`config.mk`:
```
export PLATFORM = sky130hd
export DESIGN_NAME = serial_frame_tx_flat
export DESIGN_NICKNAME = d
export VERILOG_FILES = /design/src/rtl/serial_frame_tx_if.sv /design/src/rtl/serial_frame_tx.sv /design/src/flat_wrapper.sv
export SDC_FILE = /design/constraint.sdc
export NUM_CORES = 1
export LEC_CHECK = 0
export ABC_AREA = 0
export BUFFER_PORTS_ARGS = -buffer_cell sky130_fd_sc_hd__buf_2
export CORE_MARGIN = 2
export CORE_UTILIZATION = 40
export DETAILED_ROUTE_END_ITERATION = 6
export PLACE_DENSITY = 0.54
export SLEW_MARGIN = 20
export SYNTH_ARGS = -nofsm -noshare
export SYNTH_HDL_FRONTEND = slang
export SYNTH_SLANG_ARGS = --single-unit
```
`constraint.sdc`:
```
create_clock -name clk -period 6.6 [get_ports clk]
set_clock_uncertainty 0.2 [all_clocks]
set_input_delay 1.32 -clock clk [delete_from_list [all_inputs] [get_ports clk]]
set_output_delay 1.32 -clock clk [all_outputs]
set_load 0.02 [all_outputs]
```
`src/rtl/serial_frame_tx_if.sv`:
```
// Bundle of the transmitter's request, bit-rate enable and serial line signals.
interface serial_frame_tx_if #(
  parameter int PORT_W = 2,
  parameter int LEN_W  = 4
);
  localparam int DATA_W = 2**LEN_W - 1;

  logic              clkEN;
  logic              start;
  logic [PORT_W-1:0] port;
  logic [LEN_W-1:0]  len;
  logic [DATA_W-1:0] data;
  logic              SerOut;
  logic              busy;
  logic              serOut_valid;
  logic              done;

  // Frame source side: drives the request and the bit-rate enable.
  modport master (
    output clkEN, start, port, len, data,
    input  SerOut, busy, serOut_valid, done
  );

  // Transmitter side.
  modport slave (
    input  clkEN, start, port, len, data,
    output SerOut, busy, serOut_valid, done
  );
endinterface

```
`src/rtl/serial_frame_tx.sv`:
```
// Serial frame transmitter: start bit, port field, length field, then len
// payload bits, all MSB first, one bit per clkEN edge. The line idles high.
module serial_frame_tx #(
  parameter int PORT_W = 2,
  parameter int LEN_W  = 4
) (
  input  logic               clk,
  input  logic               reset,
  serial_frame_tx_if.slave   bus
);
  localparam int DATA_W = 2**LEN_W - 1;
  localparam int MAX_N  = (DATA_W > PORT_W) ? ((DATA_W > LEN_W) ? DATA_W : LEN_W)
                                            : ((PORT_W > LEN_W) ? PORT_W : LEN_W);
  localparam int SH_W   = MAX_N;
  localparam int CNT_W  = $clog2(MAX_N + 1);
  localparam logic [CNT_W-1:0] CNT_ONE = CNT_W'(1);

  // State names the bit currently on the line.
  typedef enum logic [2:0] {IDLE, ARMED, START, PORT, LEN, DATA} state_t;

  state_t            state_q, state_d;
  logic [CNT_W-1:0]  cnt_q, cnt_d;      // bits left in the current field after this one
  logic [SH_W-1:0]   sh_q, sh_d;        // current field, left-aligned; MSB is on the line
  logic [PORT_W-1:0] port_q, port_d;
  logic [LEN_W-1:0]  len_q, len_d;
  logic [DATA_W-1:0] data_q, data_d;
  logic              ser_q, ser_d;
  logic              busy_q, busy_d;
  logic              valid_q, valid_d;
  logic              done_q, done_d;

  // Each field is left-aligned in the shifter so its first bit sits at the MSB.
  // The payload is aligned so that data[len-1] is sent first and bits above it never are.
  logic [SH_W-1:0] port_al, len_al, data_al, sh_shift;
  assign port_al  = SH_W'(port_q) << (SH_W - PORT_W);
  assign len_al   = SH_W'(len_q)  << (SH_W - LEN_W);
  assign data_al  = SH_W'(data_q) << (SH_W - int'(len_q));
  assign sh_shift = sh_q << 1;

  // Next-state and next-output logic for the frame sequencer.
  always_comb begin
    // NOTE: every signal gets a default before the case so no path leaves one unassigned (no latches).
    state_d = state_q;
    cnt_d   = cnt_q;
    sh_d    = sh_q;
    port_d  = port_q;
    len_d   = len_q;
    data_d  = data_q;
    ser_d   = ser_q;
    busy_d  = busy_q;
    valid_d = valid_q;
    done_d  = 1'b0;

    unique case (state_q)
      IDLE: begin
        ser_d   = 1'b1;
        busy_d  = 1'b0;
        valid_d = 1'b0;
        cnt_d   = '0;
        if (bus.start) begin
          port_d  = bus.port;
          len_d   = bus.len;
          data_d  = bus.data;
          busy_d  = 1'b1;
          state_d = ARMED;
        end
      end
      ARMED: if (bus.clkEN) begin
        ser_d   = 1'b0;
        state_d = START;
      end
      START: if (bus.clkEN) begin
        sh_d    = port_al;
        ser_d   = port_al[SH_W-1];
        cnt_d   = CNT_W'(PORT_W - 1);
        state_d = PORT;
      end
      PORT: if (bus.clkEN) begin
        if (cnt_q == '0) begin
          sh_d    = len_al;
          ser_d   = len_al[SH_W-1];
          cnt_d   = CNT_W'(LEN_W - 1);
          state_d = LEN;
        end else begin
          sh_d  = sh_shift;
          ser_d = sh_shift[SH_W-1];
          cnt_d = cnt_q - CNT_ONE;
        end
      end
      LEN: if (bus.clkEN) begin
        if (cnt_q != '0) begin
          sh_d  = sh_shift;
          ser_d = sh_shift[SH_W-1];
          cnt_d = cnt_q - CNT_ONE;
        end else if (len_q != '0) begin
          sh_d    = data_al;
          ser_d   = data_al[SH_W-1];
          cnt_d   = CNT_W'(len_q) - CNT_ONE;
          valid_d = 1'b1;
          state_d = DATA;
        end else begin
          ser_d   = 1'b1;
          busy_d  = 1'b0;
          done_d  = 1'b1;
          state_d = IDLE;
        end
      end
      DATA: if (bus.clkEN) begin
        if (cnt_q == '0) begin
          ser_d   = 1'b1;
          busy_d  = 1'b0;
          valid_d = 1'b0;
          done_d  = 1'b1;
          state_d = IDLE;
        end else begin
          sh_d  = sh_shift;
          ser_d = sh_shift[SH_W-1];
          cnt_d = cnt_q - CNT_ONE;
        end
      end
      default: state_d = IDLE;
    endcase
  end

  // State, captured fields and registered outputs; reset aborts any frame at once.
  always_ff @(posedge clk or negedge reset) begin
    if (!reset) begin
      // NOTE: captured fields are cleared too, so an aborted frame leaves nothing behind.
      state_q <= IDLE;
      cnt_q   <= '0;
      sh_q    <= '0;
      port_q  <= '0;
      len_q   <= '0;
      data_q  <= '0;
      ser_q   <= 1'b1;
      busy_q  <= 1'b0;
      valid_q <= 1'b0;
      done_q  <= 1'b0;
    end else begin
      // NOTE: non-blocking assignments so every register samples the pre-edge values.
      state_q <= state_d;
      cnt_q   <= cnt_d;
      sh_q    <= sh_d;
      port_q  <= port_d;
      len_q   <= len_d;
      data_q  <= data_d;
      ser_q   <= ser_d;
      busy_q  <= busy_d;
      valid_q <= valid_d;
      done_q  <= done_d;
    end
  end

  assign bus.SerOut       = ser_q;
  assign bus.busy         = busy_q;
  assign bus.serOut_valid = valid_q;
  assign bus.done         = done_q;
endmodule

```
`src/flat_wrapper.sv`:
```
// flat-port wrapper written by rule: the top's interface ports become plain ports
module serial_frame_tx_flat 
#(
  parameter int PORT_W = 2,
  parameter int LEN_W  = 4
)
  (clk, reset, bus_clkEN, bus_start, bus_port, bus_len, bus_data, bus_SerOut, bus_busy, bus_serOut_valid, bus_done);
  serial_frame_tx_if #(.PORT_W(PORT_W), .LEN_W(LEN_W)) bus_i ();
  input  logic clk;
  input  logic reset;
  input wire logic [$bits(bus_i.clkEN)-1:0] bus_clkEN;
  input wire logic [$bits(bus_i.start)-1:0] bus_start;
  input wire logic [$bits(bus_i.port)-1:0] bus_port;
  input wire logic [$bits(bus_i.len)-1:0] bus_len;
  input wire logic [$bits(bus_i.data)-1:0] bus_data;
  output wire logic [$bits(bus_i.SerOut)-1:0] bus_SerOut;
  output wire logic [$bits(bus_i.busy)-1:0] bus_busy;
  output wire logic [$bits(bus_i.serOut_valid)-1:0] bus_serOut_valid;
  output wire logic [$bits(bus_i.done)-1:0] bus_done;
  assign bus_i.clkEN = bus_clkEN;
  assign bus_i.start = bus_start;
  assign bus_i.port = bus_port;
  assign bus_i.len = bus_len;
  assign bus_i.data = bus_data;
  assign bus_SerOut = bus_i.SerOut;
  assign bus_busy = bus_i.busy;
  assign bus_serOut_valid = bus_i.serOut_valid;
  assign bus_done = bus_i.done;
  serial_frame_tx #(.PORT_W(PORT_W), .LEN_W(LEN_W)) u_core (.clk(clk), .reset(reset), .bus(bus_i));
endmodule
```
# After elaboration in Yosys (flattened, before gate mapping)
# Cells that the tools add are included.
# Widths: inputs -> output; s select.
[totals]
ff_bits = 46
out_inout_bits = 4
wordCells = 103
[classes]
add_sub_neg = 3
eq_ne = 18
shifts = 1
n_mux = 56
n_reduce_logical = 15
[ops]
columns = ["cell", "n"]
rows = [
  ["$mux 14", 8],
  ["$pmux 14 s4", 1],
  ["$mux 4", 8],
  ["$shl 15x32->15", 1],
  ["$mux 3", 10],
  ["$mux 1", 23],
  ["$pmux 4 s5", 1],
  ["$ne 2x2->1 const B", 9],
  ["$pmux 3 s6", 1],
  ["$reduce_and 6->1", 3],
  ["$reduce_and 7->1", 2],
  ["$reduce_bool 4->1", 3],
  ["$reduce_and 9->1", 1],
  ["$sub 4x1->4 const B", 2],
  ["$eq 3x2->1 const B", 2],
  ["$eq 3x3->1 const B", 2],
  ["$ne 2x1->1 const B", 3],
  ["$pmux 1 s3", 2],
  ["$pmux 1 s6", 1],
  ["$reduce_bool 6->1", 1],
  ["$reduce_bool 5->1", 1],
  ["$sub 4x4->5 const A", 1],
  ["$logic_not 4->1", 1],
  ["$eq 3x1->1 const B", 1],
  ["5 further kinds", 5],
]

# Logic depth before layout (Yosys ltp)
[logic_depth]
word_depth = 6
mapped_depth = 10
mapped_depth_nobuf = 7

# Worst setup path after synthesis
# No wires, ideal clock.
[synth_timing]
kind = "in2reg"
startpoint = "input bus_start"
endpoint = "register u_core.data_q[10]"
arrival_ps = 2259
slack_ps = 4016
stages = 3
cell_sequence = "nor4b_4 > buf_2 > mux2_2"
[synth_via]
elab_chain_cells = 1
[synth_rtl]
columns = ["item", "line_no", "rtl"]
rows = [
  ["from (decl)", "flat_wrapper.sv:12", "input wire logic [$bits(bus_i.start)-1:0] bus_start;"],
  ["$reduce_and 2->1 (no line)", "--", ""],
  ["to (signal assigned)", "serial_frame_tx.sv:146", "data_q <= data_d;"],
  ["to (decl)", "serial_frame_tx.sv:26", "logic [DATA_W-1:0] data_q, data_d;"],
]
# Every way passes these cells.
# A chain may end at the register's enable or synchronous reset.

# Final worst setup path
[layout_timing]
startpoint = "register u_core.cnt_q[0]"
endpoint = "register u_core.sh_q[9]"
[layout_via]
elab_chain_cells = 4
[layout_rtl]
columns = ["item", "line_no", "rtl"]
rows = [
  ["from (decl)", "serial_frame_tx.sv:22", "logic [CNT_W-1:0] cnt_q, cnt_d;"],
  ["from (signal assigned)", "serial_frame_tx.sv:142", "cnt_q <= cnt_d;"],
  ["$reduce_bool 4->1 / $logic_not 4->1 (equally long branches)", "serial_frame_tx.sv:91, serial_frame_tx.sv:79, serial_frame_tx.sv:109", ""],
  ["$mux 14 (on tied branches)", "serial_frame_tx.sv:91, serial_frame_tx.sv:79", ""],
  ["$mux 14 (on tied branches)", "serial_frame_tx.sv:90, serial_frame_tx.sv:78", ""],
  ["$pmux 14 s4", "serial_frame_tx.sv:54", "unique case (state_q)"],
  ["to (signal assigned)", "serial_frame_tx.sv:131", "sh_q <= '0;"],
  ["to (signal assigned)", "serial_frame_tx.sv:143", "sh_q <= sh_d;"],
  ["to (decl)", "serial_frame_tx.sv:23", "logic [SH_W-1:0] sh_q, sh_d;"],
]
# Several ways; a longest one is shown, not always the timed one. The select of a mux whose other input is x is not followed.

==> results_dict.tcl <==
set metrics [dict create \
    io_pins 29 \
    met1Wirelength_um 3640 \
    required_ns 6.57 \
    yosys_warnings 0 \
    syn_avg_cell_area_um2 9.69 \
    die_w_um 91.1 \
    grt_overflow_total 0 \
    hp-start "u_core.bus.busy" \
    worst_pin_slew_ns 1.08 \
    end_kind "flip-flop" \
    syn-num-nets 342 \
    timing.fmax_ghz 0.328 \
    total_power_mw 1.80 \
    track_usage_pct 19.0 \
    postLayoutSetupSlackWorst_ns 3.55 \
    cts.sinks 46 \
    fin_nets 353 \
    r2r_start "u_core.cnt_q[0]" \
    p_leak_nw 1.38 \
    cp_max_fo 18 \
    place_area_um2 3170 \
    tritoncts "yes" \
    met2_length_um 3350 \
    clkTransAtPathRegs_ns 0.09 \
    setup_tns_ns 0 \
    fp.coreArea_um2 7290 \
    rows 31 \
    fin_area_um2 3280 \
    post_cts_buffers 0 \
    fin_crit_sh_pct 46.2 \
    htree_levels 2 \
    clk_latency_ns 0.31 \
    switching_share_pct 46.9 \
    power_frac_comb_pct 53.4 \
    status "finished clean" \
    port_buffers 28 \
    cp.arrival_ns 3.02 \
    cap_violations 0 \
    worst_setup_path_start_kind "flip-flop" \
    p_sw_mw 0.846 \
    ctsRootBufferMaster "clkbuf_8" \
    antenna_cells 0 \
    yosys_most_used_dff "dfrtp_1" \
    cp-startpoint "u_core.cnt_q[0]" \
    yosysSeqAreaShare_pct 38.0 \
    dieArea_um2 8300 \
    drive_above_1_share_pct 24.0 \
    post-place-ws_ns 3.66 \
    cts_made_buffers 5 \
    die_h_um 91.1 \
    wire_per_inst_um 17.6 \
    drcViolationCount 0 \
    via_per_inst 5.84 \
    met3_length_um 366 \
    p_clk_share_pct 11.9 \
    relSlewSlack_pct 27.7 \
    area_growth_syn_to_layout_pct 8.25 \
    synth_cells 313 \
    vdd_drop_max_uv 253 \
    wl_um 7470 \
    hold_slack_ns 0.275 \
    gp_congestion 0.908 \
    cts_resized 0 \
    synth_cell_types 58 \
    power_density_nw_per_um2 549 \
    synth-seq-cells 46 \
    seq_power_share_pct 34.7 \
    internal_power_mw 0.959 \
    fin_crit_ns 3.05 \
    top_layer_used "met4" \
    drtIter0Drc 279 \
    dr_total_vias 2477 \
    dpl.hpwl_um 5260 \
    cts_hold_buf 0 \
    syn_area_um2 3030 \
    grt_max_degree 47 \
    synth_edf_count 0 \
    critPathKind "reg2reg" \
    async_flop_share_pct 100 \
    grt_pass1_vias 2381 \
    rsz0062_at_grt "no" \
    ctsLongestPathBuffers 2 \
    grt_pass1_wl_um 12700 \
    hold_viol 0 \
    hp-class "reg2reg" \
    antenna_found_initial 0 \
    dr.pass1.iters 5 \
    setup_viol 0 \
    slew_viol_final 0 \
    ant_nets 0 \
    initial_core_util_pct 41.6 \
]
area by class of cell:
cell class              instances  area [µm²]
multi-input cells             232        1710
repair buffers                 29         150
clock buffers                   6        72.6
well taps                      99         124
flip-flops and latches         46        1150
inverters                      10        37.5
fillers                       754        4010
clock inverters                 2        37.5
metrics by stage:
stage	instances	util, %
after floorplan	313	-
after global placement	416	43.5
after detailed placement	416	43.5
after CTS	424	45.0
after global routing	424	45.0
final	424	45.0
worst max-delay path, stage by stage (launching register included):
cell      delay [ns]
dfrtp_1         0.43
inv_1           0.09
ha_1            0.17
nor3b_2         0.87
o22ai_1         0.56
a222oi_1        0.47
o21ai_0         0.12
power by group through the flow:
stage                     registers, mW  logic, mW  clock network (mW)
after floorplan                   0.486      0.870                   0
after global placement            0.628      0.954                   0
after detailed placement          0.630      0.952                   0
after CTS                         0.624      0.957               0.220
after global routing              0.654       1.06               0.232
final                             0.626      0.964               0.215
per-layer routing:
layer | up-vias | GRT usage [%]
met2 | 85 | 28.2
li1 | 1184 | -
met1 | 1198 | 29.1
met5 | - | 0
met4 | 0 | 4.29
met3 | 10 | 3.07
placed cells by master, fill, tap and decap left out, types with 6 or more instances in the layout:
master	instances
dfrtp_1	45
nand2_1	31
mux2_2	29
buf_2	27
o21ai_0	24
a21oi_1	18
nor2_1	16
mux2i_1	14
inv_1	9
nand3_1	9
nor3_1	7
nor2b_1	6
cell families (layout without fill, tap and decap cells):
kind of cell	count (synthesis)	in the layout	synth area share, %
buf+inv	35	47	5.65
fa+ha+maj	5	5	1.98
compound gates	87	87	19.4
mux	47	47	18.4
flops	46	46	38.0
xor+xnor	2	2	0.577
simple gates	91	91	16.1
worst paths after layout:
| kind | end | cells after the start | slack, ns |
|---|---|---|---|
| min in group asynchronous | u_core.state_q[1] | 1 | 0.81 |
| worst max register to register | u_core.sh_q[9] | 6 | 3.55 |
| worst max-delay path | u_core.sh_q[9] | 6 | 3.55 |
| worst min register to register | u_core.bus.busy | 1 | 0.28 |
| worst min-delay path | u_core.bus.busy | 1 | 0.28 |
| max in group asynchronous | u_core.data_q[13] | 1 | 4.98 |
registers in the layout (all words and copies together) (netlist names):
name and count:
u_core.bus.busy 1, u_core.state_q 3, u_core.bus.done 1, u_core.sh_q 14, u_core.len_q 4, u_core.cnt_q 4, u_core.bus.SerOut 1, u_core.bus.serOut_valid 1
u_core.port_q 2, u_core.data_q 15
cells in the mapped netlist, types with 5 or more instances:
cell type   n  share of area (%)
a21oi_1    18                3.0
a32oi_1     5                1.4
buf_2      13                2.1
buf_4       6                1.5
dfrtp_1    45                 37
inv_1       9                1.1
mux2_2     29                 11
mux2i_1    14                4.6
nand2_1    31                3.8
nand3_1     9                1.5
nor2_1     16                2.0
nor2b_1     6                1.2
nor3_1      7                1.2
o21ai_0    24                4.0
(Power assumes the default switching activity.)
